**config.mk**
```make
export PLATFORM = sky130hd
export DESIGN_NAME = snd_mmc5_core
export DESIGN_NICKNAME = d
export VERILOG_FILES = /design/src/rtl/snd_mmc5_core.sv
export SDC_FILE = /design/constraint.sdc
export NUM_CORES = 1
export LEC_CHECK = 0
export BUFFER_PORTS_ARGS = -buffer_cell sky130_fd_sc_hd__clkbuf_2
export CAP_MARGIN = 15
export CORE_AREA = 2 2 152 154
export DETAILED_ROUTE_END_ITERATION = 7
export DIE_AREA = 0 0 154 156
export PLACE_DENSITY = 0.46
export SETUP_SLACK_MARGIN = 0.5
export SYNTH_ARGS = -nofsm -noshare
export SYNTH_HDL_FRONTEND = slang
export SYNTH_SLANG_ARGS = --single-unit
```
**constraint.sdc**
```tcl
create_clock -name clk -period 6.7 [get_ports clk]
set_clock_uncertainty 0.05 [all_clocks]
set_input_delay 0.335 -clock clk [delete_from_list [all_inputs] [get_ports clk]]
set_output_delay 0.335 -clock clk [all_outputs]
set_load 0.01 [all_outputs]
```
**src/rtl/snd_mmc5_core.sv**
```systemverilog
// -----------------------------------------------------------------------------
// snd_mmc5_core
//
// MMC5 expansion audio: two square channels and an 8-bit PCM channel. CPU
// register accesses at $5000-$5015 are decoded here. The output is the
// unsigned mixed sample `vol`, which the mapper's delta-sigma DAC consumes.
//
// Build option:
//   SND_MMC5_PCM_EN - when defined, the PCM channel is built. This includes
//                     the $5010/$5011 decode, the $5010 read-back and irq_pcm.
//                     When undefined, pcm is 0, $5010/$5011 writes are
//                     ignored, $5010 is not claimed, and irq_pcm is 0.
//
// Parameters:
//   QF_PERIOD  cpu_ticks per quarter-frame tick (7457 gives 240 Hz)
//   VOL_W      width of the mixed output sample
//
// Ports:
//   clk       system clock, all logic on the rising edge
//   map_rst   synchronous active-high reset
//   cpu_tick  one-clk pulse per CPU cycle
//   wr_stb    one-clk pulse, CPU write cycle complete
//   rd_stb    one-clk pulse, CPU read cycle complete
//   cpu_addr  CPU address
//   cpu_dat   CPU data (write data, or PRG data seen during reads)
//   map_dout  read data for $5010/$5015
//   map_oe    map_dout valid (combinational on address and read strobe)
//   irq_pcm   PCM IRQ request, level
//   vol       mixed sample, registered
// -----------------------------------------------------------------------------
module snd_mmc5_core #(
   parameter int QF_PERIOD = 7457,
   parameter int VOL_W     = 10
) (
   input  logic             clk,
   input  logic             map_rst,
   input  logic             cpu_tick,
   input  logic             wr_stb,
   input  logic             rd_stb,
   input  logic [15:0]      cpu_addr,
   input  logic [7:0]       cpu_dat,
   output logic [7:0]       map_dout,
   output logic             map_oe,
   output logic             irq_pcm,
   output logic [VOL_W-1:0] vol
);

   localparam logic [12:0] QF_LAST = 13'(QF_PERIOD - 1);

   // 2A03 length-counter lookup.
   function automatic logic [7:0] len_table(input logic [4:0] idx);
      logic [7:0] v;
      case (idx)
         5'd0:  v = 8'd10;   5'd1:  v = 8'd254;  5'd2:  v = 8'd20;   5'd3:  v = 8'd2;
         5'd4:  v = 8'd40;   5'd5:  v = 8'd4;    5'd6:  v = 8'd80;   5'd7:  v = 8'd6;
         5'd8:  v = 8'd160;  5'd9:  v = 8'd8;    5'd10: v = 8'd60;   5'd11: v = 8'd10;
         5'd12: v = 8'd14;   5'd13: v = 8'd12;   5'd14: v = 8'd26;   5'd15: v = 8'd14;
         5'd16: v = 8'd12;   5'd17: v = 8'd16;   5'd18: v = 8'd24;   5'd19: v = 8'd18;
         5'd20: v = 8'd48;   5'd21: v = 8'd20;   5'd22: v = 8'd96;   5'd23: v = 8'd22;
         5'd24: v = 8'd192;  5'd25: v = 8'd24;   5'd26: v = 8'd72;   5'd27: v = 8'd26;
         5'd28: v = 8'd16;   5'd29: v = 8'd28;   5'd30: v = 8'd32;   default: v = 8'd30;
      endcase
      return v;
   endfunction

   // The MSB of each pattern is step 0.
   function automatic logic duty_bit(input logic [1:0] duty, input logic [2:0] step);
      logic [7:0] pat;
      case (duty)
         2'd0:    pat = 8'b0100_0000;
         2'd1:    pat = 8'b0110_0000;
         2'd2:    pat = 8'b0111_1000;
         default: pat = 8'b1001_1111;
      endcase
      return pat[3'd7 - step];
   endfunction

   // ---------------------------------------------------------------- timing
   logic        apu_phase_reg;   // APU half-rate toggle
   logic [12:0] qf_cnt_reg;
   logic        hf_phase_reg;
   logic        half_tick;
   logic        qf;
   logic        hf;

   assign half_tick = cpu_tick & apu_phase_reg;
   assign qf        = cpu_tick & (qf_cnt_reg == QF_LAST);
   assign hf        = qf & hf_phase_reg;

   always_ff @(posedge clk) begin
      if (map_rst) begin
         apu_phase_reg <= 1'b0;
         qf_cnt_reg    <= 13'd0;
         hf_phase_reg  <= 1'b0;
      end else if (cpu_tick) begin
         apu_phase_reg <= ~apu_phase_reg;
         if (qf_cnt_reg == QF_LAST) begin
            qf_cnt_reg   <= 13'd0;
            hf_phase_reg <= ~hf_phase_reg;
         end else begin
            qf_cnt_reg <= qf_cnt_reg + 13'd1;
         end
      end
   end

   // ---------------------------------------------------------------- decode
   logic wr_sq;
   logic wr_5015;
   logic rd_5015;

   assign wr_sq   = wr_stb & (cpu_addr[15:3] == 13'h0A00);   // $5000-$5007
   assign wr_5015 = wr_stb & (cpu_addr == 16'h5015);
   assign rd_5015 = rd_stb & (cpu_addr == 16'h5015);

   logic [1:0] en_reg;

   always_ff @(posedge clk) begin
      if (map_rst)
         en_reg <= 2'b00;
      else if (wr_5015)
         en_reg <= cpu_dat[1:0];
   end

   // ------------------------------------------------------- square channels
   logic [3:0] sq_out [2];
   logic [1:0] len_nz;

   genvar gi;
   generate
      for (gi = 0; gi < 2; gi++) begin : g_sq
         localparam logic CH_SEL = (gi == 1);

         logic [1:0]  duty_reg;
         logic        halt_reg;
         logic        const_reg;
         logic [3:0]  vol_reg;
         logic [10:0] period_reg;
         logic [10:0] timer_reg;
         logic [2:0]  step_reg;
         logic [7:0]  len_reg;
         logic        start_reg;
         logic [3:0]  decay_reg;
         logic [3:0]  div_reg;
         logic        ch_wr;

         assign ch_wr = wr_sq & (cpu_addr[2] == CH_SEL);

         // Tick-driven updates come first. A coincident register write is
         // applied last so that it overrides them. For example, a reg3 start
         // flag lands after the qf envelope step, and a $5015 disable beats
         // a length load or decrement.
         always_ff @(posedge clk) begin
            if (map_rst) begin
               duty_reg   <= 2'd0;
               halt_reg   <= 1'b0;
               const_reg  <= 1'b0;
               vol_reg    <= 4'd0;
               period_reg <= 11'd0;
               timer_reg  <= 11'd0;
               step_reg   <= 3'd0;
               len_reg    <= 8'd0;
               start_reg  <= 1'b0;
               decay_reg  <= 4'd0;
               div_reg    <= 4'd0;
            end else begin
               if (half_tick) begin
                  if (timer_reg == 11'd0) begin
                     timer_reg <= period_reg;
                     step_reg  <= step_reg + 3'd1;
                  end else begin
                     timer_reg <= timer_reg - 11'd1;
                  end
               end

               if (qf) begin
                  if (start_reg) begin
                     start_reg <= 1'b0;
                     decay_reg <= 4'd15;
                     div_reg   <= vol_reg;
                  end else if (div_reg == 4'd0) begin
                     div_reg <= vol_reg;
                     if (decay_reg != 4'd0)
                        decay_reg <= decay_reg - 4'd1;
                     else if (halt_reg)
                        decay_reg <= 4'd15;
                  end else begin
                     div_reg <= div_reg - 4'd1;
                  end
               end

               if (hf && (len_reg != 8'd0) && !halt_reg)
                  len_reg <= len_reg - 8'd1;

               if (ch_wr) begin
                  case (cpu_addr[1:0])
                     2'd0: begin
                        duty_reg  <= cpu_dat[7:6];
                        halt_reg  <= cpu_dat[5];
                        const_reg <= cpu_dat[4];
                        vol_reg   <= cpu_dat[3:0];
                     end
                     2'd2: period_reg[7:0] <= cpu_dat;
                     2'd3: begin
                        period_reg[10:8] <= cpu_dat[2:0];
                        step_reg         <= 3'd0;
                        start_reg        <= 1'b1;
                        if (en_reg[gi])
                           len_reg <= len_table(cpu_dat[7:3]);
                     end
                     default: ;
                  endcase
               end

               if (wr_5015 && !cpu_dat[gi])
                  len_reg <= 8'd0;
            end
         end

         assign len_nz[gi] = (len_reg != 8'd0);
         assign sq_out[gi] = (len_nz[gi] && duty_bit(duty_reg, step_reg)) ?
                             (const_reg ? vol_reg : decay_reg) : 4'd0;
      end
   endgenerate

   // ----------------------------------------------------------- PCM channel
   logic [7:0] pcm_value;

`ifdef SND_MMC5_PCM_EN
   logic       mode_reg;        // 0 = write mode, 1 = read mode
   logic       irq_en_reg;
   logic       irq_flag_reg;
   logic [7:0] pcm_reg;
   logic       wr_5010;
   logic       wr_5011;
   logic       rd_5010;
   logic       rd_prg;

   assign wr_5010 = wr_stb & (cpu_addr == 16'h5010);
   assign wr_5011 = wr_stb & (cpu_addr == 16'h5011);
   assign rd_5010 = rd_stb & (cpu_addr == 16'h5010);
   assign rd_prg  = rd_stb & (cpu_addr[15:14] == 2'b10);    // $8000-$BFFF

   always_ff @(posedge clk) begin
      if (map_rst) begin
         mode_reg     <= 1'b0;
         irq_en_reg   <= 1'b0;
         irq_flag_reg <= 1'b0;
         pcm_reg      <= 8'd0;
      end else begin
         if (wr_5010) begin
            mode_reg   <= cpu_dat[0];
            irq_en_reg <= cpu_dat[7];
         end
         if (wr_5011 && !mode_reg && (cpu_dat != 8'd0))
            pcm_reg <= cpu_dat;
         // The clear is placed before the set, so a coincident set wins.
         if (rd_5010)
            irq_flag_reg <= 1'b0;
         if (rd_prg && mode_reg) begin
            if (cpu_dat == 8'd0)
               irq_flag_reg <= 1'b1;
            else
               pcm_reg <= cpu_dat;
         end
      end
   end

   assign pcm_value = pcm_reg;
   assign irq_pcm   = irq_flag_reg & irq_en_reg;
`else
   assign pcm_value = 8'd0;
   assign irq_pcm   = 1'b0;
`endif

   // ------------------------------------------------------------- read mux
   always_comb begin
      map_oe   = 1'b0;
      map_dout = 8'd0;
      if (rd_5015) begin
         map_oe   = 1'b1;
         map_dout = {6'd0, len_nz};
      end
`ifdef SND_MMC5_PCM_EN
      else if (rd_5010) begin
         map_oe   = 1'b1;
         map_dout = {irq_flag_reg, 7'd0};
      end
`endif
   end

   // ------------------------------------------------------------------ mix
   // The maximum value is 30*16 + 255 = 735, so the sum fits in 10 bits.
   logic [4:0]       sq_sum;
   logic [9:0]       mix_sum;
   logic [VOL_W-1:0] vol_reg;

   assign sq_sum  = {1'b0, sq_out[0]} + {1'b0, sq_out[1]};
   assign mix_sum = {1'b0, sq_sum, 4'd0} + {2'd0, pcm_value};

   always_ff @(posedge clk) begin
      if (map_rst)
         vol_reg <= '0;
      else
         vol_reg <= VOL_W'(mix_sum);
   end

   assign vol = vol_reg;

endmodule

```
==> results.md <==
* Pins Over Slew Limit at 0
* Total setup buffers inserted after CTS at 0
* Residual DRC count at 0
* DIE HEIGHT at 156 µm
* Final WL at 16.7 mm
* Syn. warnings at 0
* ANT nets after route at 0
* Least-Margin Pin Slew at 0.888 ns
* Pin count of the biggest net entering global routing at 64
* WL/cell at 14.9 µm
* Final setup viols at 0
* Data required, critical path at 6.93 ns
* CTS Root Cell: clkbuf_16
* # rows at 55
* Util after Layout at 33.7%
* Achievable frequency at 341 MHz
* Die ar. at 24,000 µm²
* Initial antenna violation count at 0
* Hold buffer count at CTS at 0
* Period Utilization, post-route at 43.8%
* Hold depth at 2
* Vias per cell at 5.00
* GRT met3 Usage at 2.67%
* Max Cap Violations at 0
* Vias in the first global route at 5,288
* Synth async-reset ratio at 0%
* Final global-route overflow total at 0
* Routability Congestion at 0.725
* Path depth of the worst reg2reg path at 11
* Peak fanout along the critical path at 8
* Pre-antenna DRT Iters at 4
* First-pass GRT wire length at 27.5 mm
* Layer with the highest usage: met2
* Crit path DAT at 3.16 ns
* # clock sinks at 122
* ANT cells at 0
* Layout Nets at 882
* Commonest non-fill, non-tap cell in the layout: dfxtp_1
* Final Hold Viols at 0
* Layout cells sized above 1 at 11.0%
* Tightest Hold Check Type: input pin to flip-flop
* Cell Pwr Density at 245 nW/µm²
* Grt met1 use at 19.3%
* Io pins at 49
* Post-synth EDFFs at 0
* Crit path launch type: flip-flop
* Mapped Area at 6570 µm²
* Total track usage at 14.3%
* Setup crit end kind: flip-flop
* HPWL Detailed at 11.7 mm
* Post-synthesis sequential area ratio at 37.2%
* Skew-Pair Late Insertion Delay at 0.42 ns
* Rel. slew slack at 40.7%
* Final setup TNS at 0 ns
* CP Class: flip-flop to flip-flop
* Num CTS Buffers at 17
* Most frequent cells in the layout: dfxtp_1 (122), nor2_1 (95), a21oi_1 (73)
* Maximum vdd ir drop at 0.000158 V
* Worst-path clk slew at 0.05 ns
* CTS tree: yes
* Starting DRT DRC Count at 306
* Post_cts resized at 0
* Mapped Avg Cell Area at 8.17 µm²
* Met2 Use GR at 22.9%
* CTS max path bufs at 2
* Top_reg_cell synth: dfxtp_1
* CORE AREA at 22,400 µm²
* Chip Width at 154 µm
* RSZ-0062 raised after global routing: false
* Leakage at 2.73 nW
* Area grow syn2layout at 14.5%
* Outcome: finished, final reports clean
* #FFs+latches synth at 122
* Synth unique cells at 67
* Syn Inst Count at 804
* Routed vias at 5,602
* H-tree levels at 4
* Initial core utilization at 29.4%
* Tmin final at 2.93 ns
* IO Port Bufs at 36
## path summary, 6_finish.rpt
kind              slack, ns             startpoint               endpoint
setup reg to reg       3.77     g_sq[0].len_reg[0]                 vol[8]
hold reg to reg        0.41  g_sq[0].period_reg[3]  g_sq[0].period_reg[3]
setup / recovery       3.77     g_sq[0].len_reg[0]                 vol[8]
hold / removal         0.27                map_rst  g_sq[1].period_reg[3]
## synth_stat cells, types with 9 or more instances
cell        n  share of area (%)
a21oi_1    73                5.6
buf_4      12                1.4
clkbuf_1   29                1.7
dfxtp_1   122                 37
ha_1       28                5.3
inv_1      33                1.9
mux2i_1    27                4.1
nand2_1    66                3.8
nand3_1    47                3.6
nand4_1    18                1.7
nor2_1     95                5.4
nor2b_1     9               0.86
nor3_1     25                1.9
nor3b_1     9                1.0
nor4_1     11                1.0
o21ai_0    36                2.7
xnor2_1    14                1.9
xor2_1     23                3.1
## through the flow
| stage | total power [mW] | cells | worst slack [ns] | hold slack, ns | instance area, µm² |
|---|---|---|---|---|---|
| after detailed placement | 0.972 | 1089 | 3.75 | 0.397 | 6960 |
| after floorplan | 0.921 | 815 | 4.26 | 0.379 | 6610 |
| after global routing | 1.92 | 1121 | 3.58 | 0.279 | 7530 |
| after global placement | 0.970 | 1089 | 3.70 | 0.402 | 6960 |
| final | 1.84 | 1121 | 3.77 | 0.274 | 7530 |
| after CTS | 1.86 | 1120 | 3.73 | 0.254 | 7520 |
## power breakdown
part	leakage (nW)	total, mW	switching, mW	internal (mW)
Clock	0.286	0.888	0.329	0.559
Combinational	1.46	0.195	0.125	0.0707
Sequential	0.984	0.759	0.0180	0.741
## area by class of cell
type | instances | area, µm²
clock inverters | 10 | 100
repair buffers | 42 | 231
well taps | 285 | 357
flip-flops and latches | 122 | 2440
clock buffers | 21 | 460
multi-input cells | 608 | 3810
inverters | 33 | 124
fillers | 2325 | 14800
## critical path: stages (launching register included)
cell	delay (ns)
dfxtp_1	0.33
inv_1	0.06
ha_1	0.15
nor3b_1	0.54
nand2_1	0.37
nand3_1	0.25
nor2_1	0.08
ha_1	0.21
fa_1	0.40
a21o_1	0.19
a21oi_1	0.13
nor2_1	0.05
## per-layer routing
metal  part of all wire, %  wire length [µm]
met5                     0                 0
met4                   1.3               211
met3                   2.5               424
met2                    45              7530
met1                    51              8490
## cell families (layout without fill, tap and decap cells)
logic type	after synthesis	count (layout)	synth area share, %
adders and majority gates	29	29	5.63
DFF	122	122	37.2
muxes	34	34	5.48
and+or+nand+nor	328	328	25.3
buffers and inverters	85	106	5.63
other	1	12	0.0571
xor gates and xnor gates	37	37	4.93
AOI/OAI and AO/OA	168	168	15.8
Power figures use the tool's default switching activity.
